<file path="config.mk">
export PLATFORM = sky130hd
export DESIGN_NAME = instruction_fetch_flat
export DESIGN_NICKNAME = d
export VERILOG_FILES = /design/src/rtl/instruction_fetch_if.sv /design/src/rtl/instruction_fetch.sv /design/src/flat_wrapper.sv
export SDC_FILE = /design/constraint.sdc
export NUM_CORES = 1
export LEC_CHECK = 0
export ABC_AREA = 1
export CAP_MARGIN = 10
export CORE_ASPECT_RATIO = 0.75
export CORE_UTILIZATION = 40
export DETAILED_ROUTE_END_ITERATION = 12
export PLACE_DENSITY = 0.75
export SLEW_MARGIN = 20
export SYNTH_ARGS = -nofsm -noshare
export SYNTH_HDL_FRONTEND = slang
export SYNTH_SLANG_ARGS = --single-unit
</file>
<file path="constraint.sdc">
create_clock -name Clock -period 3 [get_ports Clock]
set_input_delay 0.45 -clock Clock [delete_from_list [all_inputs] [get_ports Clock]]
set_output_delay 0.45 -clock Clock [all_outputs]
set_load 0.05 [all_outputs]
</file>
<file path="src/rtl/instruction_fetch_if.sv">
// Fetch-stage bus: pipeline control inputs, ROM port and IF/ID outputs.
// The fetch stage connects through the master modport; the surrounding
// pipeline (stall/branch logic, ROM, decoder) uses the slave modport.
interface instruction_fetch_if #(
  parameter int ADDR_WIDTH = 10
);
  logic                  iStall;
  logic                  iBranchTaken;
  logic [ADDR_WIDTH-1:0] iBranchTarget;
  logic [15:0]           iRomData;
  logic [ADDR_WIDTH-1:0] oRomAddress;
  logic [15:0]           oInstruction;
  logic [ADDR_WIDTH-1:0] oInstructionPC;
  logic                  oValid;
  logic                  oHalted;

  modport master (
    input  iStall, iBranchTaken, iBranchTarget, iRomData,
    output oRomAddress, oInstruction, oInstructionPC, oValid, oHalted
  );

  modport slave (
    output iStall, iBranchTaken, iBranchTarget, iRomData,
    input  oRomAddress, oInstruction, oInstructionPC, oValid, oHalted
  );
endinterface

</file>
<file path="src/rtl/instruction_fetch.sv">
// Instruction-fetch stage: owns the PC, addresses the combinational
// instruction ROM and registers the returned microcode into IF/ID.
// Handles downstream stalls, taken-branch redirect with a one-bubble
// flush and a boot bubble after reset.
// Optional feature: define FETCH_HALT_EN to enable the S_HALT state,
// entered when opcode 6'h3E is fetched; otherwise oHalted is tied 0.
module instruction_fetch #(
  parameter int                    ADDR_WIDTH   = 10,
  parameter logic [ADDR_WIDTH-1:0] RESET_VECTOR = '0,
  parameter logic [15:0]           NOP_WORD     = 16'hFC00
) (
  input  logic                 Clock,
  input  logic                 Reset,
  instruction_fetch_if.master  bus
);

  localparam logic [1:0] S_BOOT = 2'd0;
  localparam logic [1:0] S_RUN  = 2'd1;
`ifdef FETCH_HALT_EN
  localparam logic [1:0] S_HALT      = 2'd2;
  localparam logic [5:0] HALT_OPCODE = 6'h3E;
`endif

  localparam logic [ADDR_WIDTH-1:0] PC_ONE = 1;

  logic [1:0]            state_q, state_d;
  logic [ADDR_WIDTH-1:0] pc_q, pc_d;
  logic [15:0]           instr_q, instr_d;
  logic [ADDR_WIDTH-1:0] instr_pc_q, instr_pc_d;
  logic                  valid_q, valid_d;

  // Next-state logic: boot bubble, then branch > stall > sequential fetch.
  always_comb begin
    // NOTE: every signal gets a default before the case so no path leaves
    // it unassigned; otherwise synthesis infers a latch.
    state_d    = state_q;
    pc_d       = pc_q;
    instr_d    = instr_q;
    instr_pc_d = instr_pc_q;
    valid_d    = valid_q;

    case (state_q)
      S_BOOT: begin
        // One bubble before the first fetch; PC stays on the vector.
        state_d = S_RUN;
        pc_d    = RESET_VECTOR;
        instr_d = NOP_WORD;
        valid_d = 1'b0;
      end

      S_RUN: begin
        if (bus.iBranchTaken) begin
          // Redirect and squash the wrong-path word; stall is ignored.
          pc_d    = bus.iBranchTarget;
          instr_d = NOP_WORD;
          valid_d = 1'b0;
        end else if (!bus.iStall) begin
          instr_d    = bus.iRomData;
          instr_pc_d = pc_q;
          valid_d    = 1'b1;
          pc_d       = pc_q + PC_ONE;  // wraps modulo 2^ADDR_WIDTH
`ifdef FETCH_HALT_EN
          if (bus.iRomData[15:10] == HALT_OPCODE) begin
            // Halt word is delivered valid, but the PC stops on it.
            pc_d    = pc_q;
            state_d = S_HALT;
          end
`endif
        end
      end

`ifdef FETCH_HALT_EN
      S_HALT: begin
        // Frozen until reset; branch and stall have no effect here.
        instr_d = NOP_WORD;
        valid_d = 1'b0;
      end
`endif

      default: begin
        // Unreachable encodings recover through the boot sequence.
        state_d = S_BOOT;
        pc_d    = RESET_VECTOR;
        instr_d = NOP_WORD;
        valid_d = 1'b0;
      end
    endcase
  end

  // State and IF/ID register update with synchronous active-high reset.
  always_ff @(posedge Clock) begin
    // NOTE: non-blocking assignments so every register samples the
    // pre-edge values, independent of statement order.
    if (Reset) begin
      state_q    <= S_BOOT;
      pc_q       <= RESET_VECTOR;
      instr_q    <= NOP_WORD;
      instr_pc_q <= '0;
      valid_q    <= 1'b0;
    end else begin
      state_q    <= state_d;
      pc_q       <= pc_d;
      instr_q    <= instr_d;
      instr_pc_q <= instr_pc_d;
      valid_q    <= valid_d;
    end
  end

  assign bus.oRomAddress    = pc_q;
  assign bus.oInstruction   = instr_q;
  assign bus.oInstructionPC = instr_pc_q;
  assign bus.oValid         = valid_q;
`ifdef FETCH_HALT_EN
  assign bus.oHalted        = (state_q == S_HALT);
`else
  assign bus.oHalted        = 1'b0;
`endif

endmodule

</file>
<file path="src/flat_wrapper.sv">
// flat-port wrapper written by rule: the top's interface ports become plain ports
module instruction_fetch_flat 
#(
  parameter int                    ADDR_WIDTH   = 10,
  parameter logic [ADDR_WIDTH-1:0] RESET_VECTOR = '0,
  parameter logic [15:0]           NOP_WORD     = 16'hFC00
)
  (Clock, Reset, bus_iStall, bus_iBranchTaken, bus_iBranchTarget, bus_iRomData, bus_oRomAddress, bus_oInstruction, bus_oInstructionPC, bus_oValid, bus_oHalted);
  instruction_fetch_if #(.ADDR_WIDTH(ADDR_WIDTH)) bus_i ();
  input  logic Clock;
  input  logic Reset;
  input wire logic [$bits(bus_i.iStall)-1:0] bus_iStall;
  input wire logic [$bits(bus_i.iBranchTaken)-1:0] bus_iBranchTaken;
  input wire logic [$bits(bus_i.iBranchTarget)-1:0] bus_iBranchTarget;
  input wire logic [$bits(bus_i.iRomData)-1:0] bus_iRomData;
  output wire logic [$bits(bus_i.oRomAddress)-1:0] bus_oRomAddress;
  output wire logic [$bits(bus_i.oInstruction)-1:0] bus_oInstruction;
  output wire logic [$bits(bus_i.oInstructionPC)-1:0] bus_oInstructionPC;
  output wire logic [$bits(bus_i.oValid)-1:0] bus_oValid;
  output wire logic [$bits(bus_i.oHalted)-1:0] bus_oHalted;
  assign bus_i.iStall = bus_iStall;
  assign bus_i.iBranchTaken = bus_iBranchTaken;
  assign bus_i.iBranchTarget = bus_iBranchTarget;
  assign bus_i.iRomData = bus_iRomData;
  assign bus_oRomAddress = bus_i.oRomAddress;
  assign bus_oInstruction = bus_i.oInstruction;
  assign bus_oInstructionPC = bus_i.oInstructionPC;
  assign bus_oValid = bus_i.oValid;
  assign bus_oHalted = bus_i.oHalted;
  instruction_fetch #(.ADDR_WIDTH(ADDR_WIDTH), .RESET_VECTOR(RESET_VECTOR), .NOP_WORD(NOP_WORD)) u_core (.Clock(Clock), .Reset(Reset), .bus(bus_i));
endmodule
</file>
==> impl_results.md <==
* Primary FF master, synth: dfxtp_1
* DRC at 0
* Internal power at 0.9353 mW
* Peak Freq at 480.9 MHz
* Skew-Pair Late Insertion Delay at 0.29 ns
* Row Count at 20
* Vias/cell at 4.789
* Vias in the first global route at 1483
* Synthesized instance count at 223
* Area Growth Syn to Fin at 48.62%
* Full die area at 0.004473 mm^2
* Period minus WS final at 2.079 ns
* Initial antenna violation count at 0
* Final wirelength at 4241 um
* Final Util at 0.6208
* Pin count of the biggest net entering global routing at 19
* Period utilisation layout at 0.6931
* Compound-Gate Fraction of Synth Area at 0.1502
* Critical Path Start Type: flip-flop
* Final hold vios at 0
* Diodes inserted at 0
* Cell variety after synth at 24
* Clk_skew at 0.008814 ns
* Inserted Clock Buffers at 5
* M1 GR Usage at 0.2885
* Cts repair resizes at 0
* Grt met3 use at 0.06299
* Fin. max-slew vios at 0
* Count of final setup violators at 0
* TritonCTS sink count at 38
* Crit-path slowest cell: clkdlybuf4s50_1
* Status: finished clean
* Initial DRC Count at 87
* Chip width at 76.90 um
* Synth Area in Adders at 0.007435
* Footprint of the multi-input gates at 760.7 um^2
* Switching power at 0.3254 mW
* Worst-margin pin slew at 0.5123 ns
* Final setup TNS at 0 ns
* Relative slew slack at 0.6574
* Syn_area_per_cell at 7.546 um^2
* Clock Power Share at 0.414
* Pleak at 1.016 nW
* Async S/R FF share, synth at 0
* CTS tree: done
* Post-cts hold buffer count at 0
* Required @ worst endpoint at 2.55 ns
* Cell Pwr Density at 504.1 mW/mm^2
* Clock Path Buffers at 2
* Total grt overflow at 0
* Syn nets at 254
* CTS root buf: clkbuf_8
* Net count, final at 321
* Critical path class: reg2out
* Class of the worst hold path: reg2reg
* CP max FO at 8
* Peak VDD IR at 356.3 uV
* Antenna violation net count after detailed routing at 0
* Flops & latches, synth at 38
* Layout cells sized above 1 at 0.1031
* Syn. warnings at 0
* Global Route Usage Sum at 0.2010
* Final Wtd Congestion at 0.9266
* Xor-xnor portion of the synthesized cell area at 0.01041
* GRT busiest layer: met1
* Post-synth EDFFs at 0
* Post-Syn Area at 0.001683 mm^2
* Crit path capture type: primary output
* Max-cap violations at 0
* Via Count at 1657
* Worst-path cell chain: clkdlybuf4s50_1
* Simple-Gate Fraction of Synth Area at 0.2818
* FILL cells at 380
* Largest family of logic cells by synthesized area: simple AND/OR/NAND/NOR gates
* WL per Instance at 12.26 um
* Die height at 58.17 um
* Port Buffer Count at 66
* Met2 GRT Util at 0.2844
* Clk pin slew, worst setup/hold paths at 0.08 ns
* Critical Path AT at 1.63 ns
* Drt first pass iters at 4
* Starting Density at 0.4177
* Crit-path leading delay family: buffers and inverters
* WP buf/inv at 1
* Register share of total power at 0.424
* First-pass GRT wire length at 6886 um
* Core footprint at 0.004029 mm^2
* # IOs at 68
* Switching share of power at 0.2581
* Dpl hpwl at 3142 um
* Sequential area share after synthesis at 0.4520
* RSZ-0062 raised after global routing: no
* Seq. cell area at 760.7 um^2
* Setup repair bufs after CTS at 0
* Multiplexer area fraction after synthesis at 0
* # H-tree levels at 2
* CP peak stage delay at 0.85 ns
* Gate power share at 0.162
-- flip-flops by register name, indices dropped and copies added (netlist names) --
| name | cells |
|---|---|
| u_core.bus.oInstruction | 16 |
| u_core.bus.oInstructionPC | 10 |
| u_core.bus.oRomAddress | 10 |
| u_core.bus.oValid | 1 |
| u_core.state_q | 1 |
-- power groups by stage --
stage | Combinational (mW) | Clock, mW | Sequential [mW]
finish | 0.205 | 0.522 | 0.534
CTS | 0.205 | 0.528 | 0.534
global route | 0.220 | 0.551 | 0.537
global placement | 0.203 | 0 | 0.546
floorplan | 0.0669 | 0 | 0.600
detailed placement | 0.204 | 0 | 0.546
-- final cells by class --
class / instances / area share
clock inverters: 3 / 0.02751
well taps: 55 / 0.02751
clock buffers: 5 / 0.02751
flip-flops and latches: 38 / 0.3042
inverters: 24 / 0.03902
repair buffers: 68 / 0.2701
multi-input cells: 153 / 0.3042
-- metrics by stage --
stage	instance area, um^2	total power, mW	cells	hold WS, ns	setup WS [ns]
after global placement	2364	0.7487	338	0.4456	0.9893
after detailed placement	2364	0.7500	338	0.4563	0.9652
after global routing	2501	1.308	346	0.4967	0.8592
after floorplan	1683	0.6667	223	0.5494	1.428
after CTS	2501	1.268	346	0.4787	0.9205
final	2501	1.261	346	0.4767	0.9207
-- worst register-to-register path, cell delays in order, from the launching register on --
cell and delay, ns:
dfxtp_1 0.45, ha_1 0.23, nand2_1 0.09, nor2_1 0.22
nand3_1 0.10, nand2_1 0.07, nand3_1 0.06, a21oi_1 0.13
-- cell usage in the layout, fill, tap and decap left out, types with 2 or more instances in the layout --
| master | instances |
|---|---|
| a21oi_1 | 15 |
| a21oi_2 | 9 |
| buf_4 | 2 |
| bufinv_16 | 2 |
| clkbuf_8 | 5 |
| clkdlybuf4s50_1 | 66 |
| dfxtp_1 | 38 |
| inv_1 | 18 |
| inv_2 | 4 |
| nand2_1 | 64 |
| nand2_4 | 2 |
| nand3_1 | 20 |
| nand4_1 | 2 |
| nor2_1 | 15 |
| nor2_4 | 2 |
| o21ai_0 | 14 |
| o21ai_1 | 3 |
| xor2_1 | 2 |
-- worst paths after layout --
path / from / end / slack, ns / cells past startpoint
max: u_core.bus.oRomAddress[5] / bus_oRomAddress[5] / 0.92 / 1
min: u_core.bus.oInstruction[4] / u_core.bus.oInstruction[4] / 0.48 / 2
max reg2reg: u_core.bus.oRomAddress[1] / u_core.bus.oRomAddress[8] / 1.59 / 7
min reg2reg: u_core.bus.oInstruction[4] / u_core.bus.oInstruction[4] / 0.48 / 2
-- Yosys cell counts (2+ instances only) --
library cell | instances | area share
clkbuf_1 | 2 | 0.0045
o21ai_0 | 14 | 0.042
xor2_1 | 2 | 0.010
inv_1 | 18 | 0.040
buf_4 | 3 | 0.013
dfxtp_1 | 38 | 0.45
nand2_4 | 2 | 0.013
inv_2 | 4 | 0.0089
o21ai_1 | 3 | 0.0089
a21oi_2 | 9 | 0.047
nand4_1 | 2 | 0.0074
nor2_1 | 15 | 0.033
nand2_1 | 64 | 0.14
nor2_4 | 2 | 0.013
nand3_1 | 20 | 0.059
buf_6 | 3 | 0.020
a21oi_1 | 15 | 0.045
-- kinds of logic (layout without fill, tap and decap cells) --
logic type,after synthesis,in the layout
DFF,38,38
buffers and inverters,32,100
and+or+nand+nor,106,106
xor gates and xnor gates,2,2
adders and majority gates,1,1
other,1,1
AOI/OAI and AO/OA,43,43
-- per-layer routing --
metal  vias to the layer above  routed length [um]
li1                        846                   -
met1                       744                2170
met2                        65                1710
met3                         2                 347
met4                         0                  13
met5                         -                   0
Note: power is estimated with default switching activity, not from simulation.
